`config.mk`:
```
export PLATFORM = sky130hd
export DESIGN_NAME = exp_align_shift
export DESIGN_NICKNAME = d
export VERILOG_FILES = /design/src/rtl/exp_align_shift.sv
export SDC_FILE = /design/constraint.sdc
export NUM_CORES = 1
export LEC_CHECK = 0
export ABC_AREA = 1
export BUFFER_PORTS_ARGS = -buffer_cell sky130_fd_sc_hd__buf_2
export CORE_ASPECT_RATIO = 0.6
export CORE_MARGIN = 3
export CORE_UTILIZATION = 50
export DETAILED_ROUTE_END_ITERATION = 10
export PLACE_DENSITY = 0.75
export SYNTH_ARGS = -nofsm -noshare
export SYNTH_HDL_FRONTEND = slang
export SYNTH_SLANG_ARGS = --single-unit
```
`constraint.sdc`:
```
create_clock -name clk -period 1.75 [get_ports clk]
set_input_delay 0.0875 -clock clk [delete_from_list [all_inputs] [get_ports clk]]
set_output_delay 0.0875 -clock clk [all_outputs]
set_load 0.005 [all_outputs]
```
`src/rtl/exp_align_shift.sv`:
```
// FP adder alignment stage: routes the larger-exponent operand to the large path and
// right-shifts the smaller mantissa by the exponent difference into {mant, G, R, S}.
module exp_align_shift #(
  parameter int MANT_W = 24,
  parameter int EXP_W  = 8
) (
  input  logic                clk,
  input  logic                rst,
  input  logic                en,
  input  logic                in_valid,
  input  logic [MANT_W-1:0]   Mx,
  input  logic [MANT_W-1:0]   My,
  input  logic [EXP_W-1:0]    Ex,
  input  logic [EXP_W-1:0]    Ey,
  input  logic                Sx,
  input  logic                Sy,
  input  logic [EXP_W-1:0]    d,
  input  logic                sgn_d,
  input  logic                zero_d,
  output logic                out_valid,
  output logic [MANT_W-1:0]   M_large,
  output logic [MANT_W+2:0]   M_small_al,
  output logic [EXP_W-1:0]    E_large,
  output logic                S_large,
  output logic                S_small,
  output logic                swapped
);

  localparam int SH_W = MANT_W + 3;
  localparam int LVL  = $clog2(SH_W);

  logic                w_swap;
  logic [MANT_W-1:0]   w_m_large;
  logic [MANT_W-1:0]   w_m_small;
  logic [EXP_W-1:0]    w_e_large;
  logic                w_s_large;
  logic                w_s_small;

  logic                r1_valid;
  logic [MANT_W-1:0]   r1_m_large;
  logic [MANT_W-1:0]   r1_m_small;
  logic [EXP_W-1:0]    r1_e_large;
  logic                r1_s_large;
  logic                r1_s_small;
  logic [EXP_W-1:0]    r1_d;
  logic                r1_swap;

  logic [SH_W-1:0]     w_lvl [0:LVL];
  logic                w_stk [0:LVL];
  logic                w_sat;
  logic [SH_W-1:0]     w_al;

  logic                r2_valid;
  logic [MANT_W-1:0]   r2_m_large;
  logic [SH_W-1:0]     r2_m_small_al;
  logic [EXP_W-1:0]    r2_e_large;
  logic                r2_s_large;
  logic                r2_s_small;
  logic                r2_swap;

  // Operand routing; equal exponents (zero_d) always keep X on the large path.
  always_comb begin
    w_swap    = sgn_d & ~zero_d;
    w_m_large = Mx;
    w_m_small = My;
    w_e_large = Ex;
    w_s_large = Sx;
    w_s_small = Sy;
    if (w_swap) begin
      w_m_large = My;
      w_m_small = Mx;
      w_e_large = Ey;
      w_s_large = Sy;
      w_s_small = Sx;
    end else begin
      w_m_large = Mx;
      w_m_small = My;
      w_e_large = Ex;
      w_s_large = Sx;
      w_s_small = Sy;
    end
  end

  // Stage 1 register: swap decision, shift amount and valid.
  always_ff @(posedge clk or negedge rst) begin
    if (!rst) begin
      r1_valid   <= 1'b0;
      r1_m_large <= {MANT_W{1'b0}};
      r1_m_small <= {MANT_W{1'b0}};
      r1_e_large <= {EXP_W{1'b0}};
      r1_s_large <= 1'b0;
      r1_s_small <= 1'b0;
      r1_d       <= {EXP_W{1'b0}};
      r1_swap    <= 1'b0;
    end else if (en) begin
      r1_valid   <= in_valid;
      r1_m_large <= w_m_large;
      r1_m_small <= w_m_small;
      r1_e_large <= w_e_large;
      r1_s_large <= w_s_large;
      r1_s_small <= w_s_small;
      r1_d       <= d;
      r1_swap    <= w_swap;
    end
  end

  // Log barrel shifter: each level shifts by 2^k and folds the dropped bits into sticky.
  assign w_lvl[0] = {r1_m_small, 3'b000};
  assign w_stk[0] = 1'b0;

  for (genvar k = 0; k < LVL; k++) begin : g_lvl
    localparam int SH = 1 << k;
    assign w_lvl[k+1] = r1_d[k] ? {{SH{1'b0}}, w_lvl[k][SH_W-1:SH]} : w_lvl[k];
    assign w_stk[k+1] = w_stk[k] | (r1_d[k] & (|w_lvl[k][SH-1:0]));
  end

  assign w_sat = (r1_d >= EXP_W'(SH_W));

  // Final aligned value; beyond the field width the whole mantissa lands in sticky.
  always_comb begin
    w_al = {SH_W{1'b0}};
    if (w_sat) begin
      w_al = {{(SH_W-1){1'b0}}, |r1_m_small};
    end else begin
      w_al = {w_lvl[LVL][SH_W-1:1], w_lvl[LVL][0] | w_stk[LVL]};
    end
  end

  // Stage 2 register: aligned mantissa plus the large-path fields of the same operation.
  always_ff @(posedge clk or negedge rst) begin
    if (!rst) begin
      r2_valid      <= 1'b0;
      r2_m_large    <= {MANT_W{1'b0}};
      r2_m_small_al <= {SH_W{1'b0}};
      r2_e_large    <= {EXP_W{1'b0}};
      r2_s_large    <= 1'b0;
      r2_s_small    <= 1'b0;
      r2_swap       <= 1'b0;
    end else if (en) begin
      r2_valid      <= r1_valid;
      r2_m_large    <= r1_m_large;
      r2_m_small_al <= w_al;
      r2_e_large    <= r1_e_large;
      r2_s_large    <= r1_s_large;
      r2_s_small    <= r1_s_small;
      r2_swap       <= r1_swap;
    end
  end

  assign out_valid  = r2_valid;
  assign M_large    = r2_m_large;
  assign M_small_al = r2_m_small_al;
  assign E_large    = r2_e_large;
  assign S_large    = r2_s_large;
  assign S_small    = r2_s_small;
  assign swapped    = r2_swap;

endmodule

```
# Word level (Yosys, flattened, before mapping)
# Cells that the tools add are included.
[word_totals]
ff_bits = 131
in_bits = 80
out_inout_bits = 63
elab_cells = 42
[classes]
magnitude_cmp = 1
n_mux = 11
bitwise = 10
reduce_logical = 5
[ops]
columns = ["op", "count"]
rows = [
  ["two-way mux 27 bit", 6],
  ["two-way mux 24 bit", 2],
  ["OR reduction 24 bit", 1],
  ["OR reduction 16 bit", 1],
  ["greater-or-equal comparator 8 x 5 -> 1 bit (second input constant)", 1],
  ["two-way mux 8 bit", 1],
  ["OR reduction 8 bit", 1],
  ["bitwise AND 1 bit", 5],
  ["OR 1 bit", 4],
  ["OR reduction 4 bit", 1],
  ["two-way mux 1 bit", 2],
  ["OR reduction 2 bit", 1],
  ["inverter 1 bit", 1],
]

# Logic depth before layout (Yosys ltp)
[depth]
depth_word = 9
mapped_depth = 17
mapped_depth_nobuf = 15

# Least setup slack after synthesis
# No wires, ideal clock.
[synth_timing]
kind = "register to register"
start = "register r1_d[0]"
end = "register r2_m_small_al[0], in the netlist M_small_al[0]"
setup_time_ns = 0.117
arrival_time_ns = 1.496
required_time_ns = 1.633
slack_ns = 0.137
stages_incl_launch_ff = 17
path_buffers = 2
period_less_slack_ns = 1.613
cell_sequence = "dfrtp_1 > buf_6 > buf_4 > nand2_1 > nand3_2 > nand3_1 > nand2_1 > nand2_1 > nand2_1 > nor2_1 > nand2_1 > nor2_1 > nand2_1 > nand2_1 > nand2_1 > nand2_1 > nand2_1"
[synth_between]
elab_chain_len = 9
word_cells_on_any_way = 17
cone_classes = "order compare (1); mux (6); bitwise (7); reduce/logical (3)"
[synth_rtl]
columns = ["item", "line", "rtl"]
rows = [
  ["start, declared", "45", "logic [EXP_W-1:0] r1_d;"],
  ["start signal, assigned", "93", "r1_d <= {EXP_W{1'b0}};"],
  ["two-way mux 27 bit (2 in a row)", "113", "assign w_lvl[k+1] = r1_d[k] ? {{SH{1'b0}}, w_lvl[k][SH_W-1:SH]} : w_lvl[k];"],
  ["two-way mux 27 bit / OR reduction 4 bit (equally long branches)", "113, 114", ""],
  ["two-way mux 27 bit, or another cell as far along", "113", ""],
  ["OR reduction 16 bit, or another cell as far along", "114", "assign w_stk[k+1] = w_stk[k] | (r1_d[k] & (|w_lvl[k][SH-1:0]));"],
  ["bitwise AND 1 bit / OR 1 bit (equally long branches)", "114", ""],
  ["OR 1 bit", "114", ""],
  ["OR 1 bit", "125", "w_al = {w_lvl[LVL][SH_W-1:1], w_lvl[LVL][0] | w_stk[LVL]};"],
  ["two-way mux 27 bit *", "122", "if (w_sat) begin"],
  ["end signal, assigned", "134", "r2_m_small_al <= {SH_W{1'b0}};"],
  ["end signal, assigned", "142", "r2_m_small_al <= w_al;"],
  ["end, declared", "55", "logic [SH_W-1:0] r2_m_small_al;"],
]
# Mark *: on every way between the ends. The rest lies on a longest branch, timed or not.
# A chain may end at the register's enable or synchronous reset.

# Worst setup path after layout
[layout_timing]
start = "register r1_d[1]"
end = "register r2_m_small_al[0], in the netlist M_small_al[0]"
[layout_between]
elab_chain_len = 8
word_cells_on_any_way = 17
cone_classes = "order compare (1); mux (5); bitwise (8); reduce/logical (3)"
[layout_rtl]
columns = ["item", "line"]
rows = [
  ["two-way mux 27 bit", "113"],
  ["two-way mux 27 bit / OR reduction 4 bit (equally long branches)", "113, 114"],
  ["two-way mux 27 bit, or another cell as far along", "113"],
  ["OR reduction 16 bit, or another cell as far along", "114"],
  ["bitwise AND 1 bit / OR 1 bit (equally long branches)", "114"],
  ["OR 1 bit", "114"],
  ["OR 1 bit", "125"],
  ["two-way mux 27 bit *", "122"],
]
# Marked as above.

==> results.md <==
* Status: finished with violations
* Failing checks: negative setup slack
* Final setup skew at 9.76 ps
* H-Tree Depth at 4
* Cell Count, Final, Fillers Out at 1326
* Vias in the first global route at 6999
* Die H at 95.8 um
* DR WL/cell at 16.8 um
* Filler cell count at 935
* Worst-path maximum fanout at 6
* Place WS at -155 ps
* Post-Syn Area per Cell at 7.64 um^2
* Gp weighted congestion at 0.909
* Root buffer cell: clkbuf_16
* Vias per inst at 5.51
* CTS tree: yes
* Net total in the final layout at 1223
* Yosys top cell by area: dfrtp_1
* Largest net degree at the start of global routing at 131
* Die W at 156 um
* Final ANT Viol Nets at 0
* Syn. warnings at 0
* Placed cells at 1198
* Yosys top cell area share at 0.488
* Final WS setup at -160 ps
* Syn_nets at 959
* Crit path required time at 2060 ps
* Initial antenna violation count at 0
* DRC at 0
* Max clock buf depth at 2
* Tcrit/Tclk final at 1.09
* Pwr/cell area at 995 mW/mm^2
* Post-DP HPWL at 13700 um
* I/O pin cnt at 143
* Core ar. at 0.0130 mm^2
* Utilization of the core after routing at 0.749
* Initial Util at 0.518
* RSZ-0062 raised after global routing: yes
* Multi-input gate area at 0.00310 mm^2
* Worst path arrival time at 2220 ps
* Post-layout total power at 9.66 mW
* Ant. Diodes at 0
* Crit path launch type: flip-flop
* Setup Viol. Count Final at 6
* Die area at 0.0149 mm^2
* Largest cells by area after synthesis: dfrtp_1 49%, nand2_1 14%, o21ai_0 8.3%
* Site Rows at 32
* Static Leak at 4.87 nW
* Crit Path Class: flip-flop to flip-flop
* Fin. Hold Viols at 0
* Setup crit end kind: flip-flop
* Cts bufs inserted at 17
* MaxCap Viol Count at 0
* Total Routing Usage GR at 0.300
* Clk_lat worst skew at 420 ps
* Worst relative slew slack at 0.664
* Tmin final at 1910 ps
* First-pass DRT Iterations at 5
* Hold Crit Class: primary input to flip-flop
* Layout cell share with drive strength beyond 1 at 0.270
* CTS sink count at 131
* Achievable frequency at 0.524 GHz
* VDD IR max at 0.664 mV
* Worst slew pin tran at 504 ps
* Clock transition at path regs at 60 ps
* Register area at 0.00328 mm^2
* Synthesized area at 0.00672 mm^2
* Global-route congestion overflow total at 0
* # port buffers at 142
* First-pass GRT wire length at 35500 um
* Synth unique cells at 29
* Synth Instances at 879
* #FFs+latches synth at 131
* Initial DRC count at 968
* Via Count at 7304
* Slew Limit Fails at 0
* Final wirelength at 22200 um
* Area Overhead vs Synth at 44.6%
* Seq/Total Area, Yosys at 0.488
[cells in the final DEF (no fill, tap or decap), drive strengths merged]
cell type,synthesis,layout
a21boi,1,1
a21oi,3,3
a31oi,1,1
a32o,6,6
a41oi,1,1
buf,20,211
bufinv,0,3
clkbuf,38,19
clkinv,2,4
clkinvlp,0,1
dfrtp,131,131
dlygate4sd3,0,88
inv,55,64
nand2,265,266
nand3,98,98
nand4,6,6
nor2,76,77
nor3,3,3
o211ai,10,10
o21ai,118,118
o22ai,45,45
[worst max-delay path, stage by stage (launching register included)]
cell,delay [ps]
dfrtp_2,530
buf_8,170
buf_4,130
nand3_2,90
nand3_1,140
nand2_2,80
nand2_1,60
nand2_1,70
nor2_1,90
nand2_1,60
nor2_1,100
nand2_1,60
nand2_1,60
nand2_1,50
nand2_1,50
nand2_1,50
[metal layers]
| metal | wire (um) | global-route usage | vias to the layer above |
|---|---|---|---|
| met1 | 10100 | 0.423 | 3462 |
| met2 | 9920 | 0.469 | 347 |
| met3 | 2010 | 0.0809 | 20 |
| met4 | 218 | 0.0706 | 0 |
| li1 | - | - | 3475 |
| met5 | 0 | 0 | - |
[Yosys cell counts, drive strengths merged]
cell    count
a21boi      1
a21oi       3
a31oi       1
a32o        6
a41oi       1
buf        20
clkbuf     38
clkinv      2
dfrtp     131
inv        55
nand2     265
nand3      98
nand4       6
nor2       76
nor3        3
o211ai     10
o21ai     118
o22ai      45
[repair_timing]
action,in CTS,in global routing
resized for setup,13,44
setup endpoints to repair,25,27
hold buffers,88,0
pin swaps,5,13
hold endpoints to repair,196,0
gates cloned,3,1
setup buffers,3,1
[state kept, by name, indices dropped and copies added (netlist names)]
signal / cells
S_small: 1
E_large: 8
r1_d: 8
r1_swap: 1
out_valid: 1
r1_valid: 1
r1_m_large: 24
M_large: 24
S_large: 1
r1_s_large: 1
r1_s_small: 1
r1_m_small: 24
M_small_al: 27
r1_e_large: 8
swapped: 1
[area by class of cell]
| type | instances | share of cell area |
|---|---|---|
| inverters | 57 | 0.0231 |
| well taps | 170 | 0.0219 |
| flip-flops and latches | 131 | 0.338 |
| repair inverters | 1 | 0.000644 |
| clock inverters | 14 | 0.0196 |
| clock buffers | 18 | 0.0452 |
| multi-input cells | 635 | 0.319 |
| repair buffers | 300 | 0.233 |
[per-stage QoR]
stage                     TNS, ps  hold WS, ps  area [um^2]
final                        -297         23.4         9710
after global routing        -2490         28.1         9710
after CTS                    -136         3.51         9550
after detailed placement    -2410         31.9         7950
after global placement      -1620         28.3         7950
after floorplan                 0         -208         6720
[path summary, 6_finish.rpt]
path / depth (start not counted) / slack [ps] / end / from
worst min register to register: 2 / 460 / E_large[0] / E_large[0]
worst min-delay path: 3 / 20 / r1_e_large[4] / Ex[4]
worst max-delay path: 15 / -160 / M_small_al[0] / r1_d[1]
min in group asynchronous: 2 / 150 / E_large[7] / rst
max in group asynchronous: 3 / 1020 / M_large[0] / rst
worst max register to register: 15 / -160 / M_small_al[0] / r1_d[1]
[logic make-up (layout without fill, tap and decap cells)]
| group | count (synthesis) | after routing | share of synthesized area |
|---|---|---|---|
| AND/OR/NAND/NOR | 448 | 450 | 0.281 |
| AO/OA/AOI/OAI | 185 | 185 | 0.156 |
| flip-flops | 131 | 131 | 0.488 |
| buffers and inverters | 115 | 390 | 0.0751 |
[power by group]
part	switching (mW)	internal, mW
clock	1.51	2.33
combinational	1.27	1.02
sequential	0.204	3.34
total	2.98	6.68
Note: power is estimated with default switching activity, not from simulation.
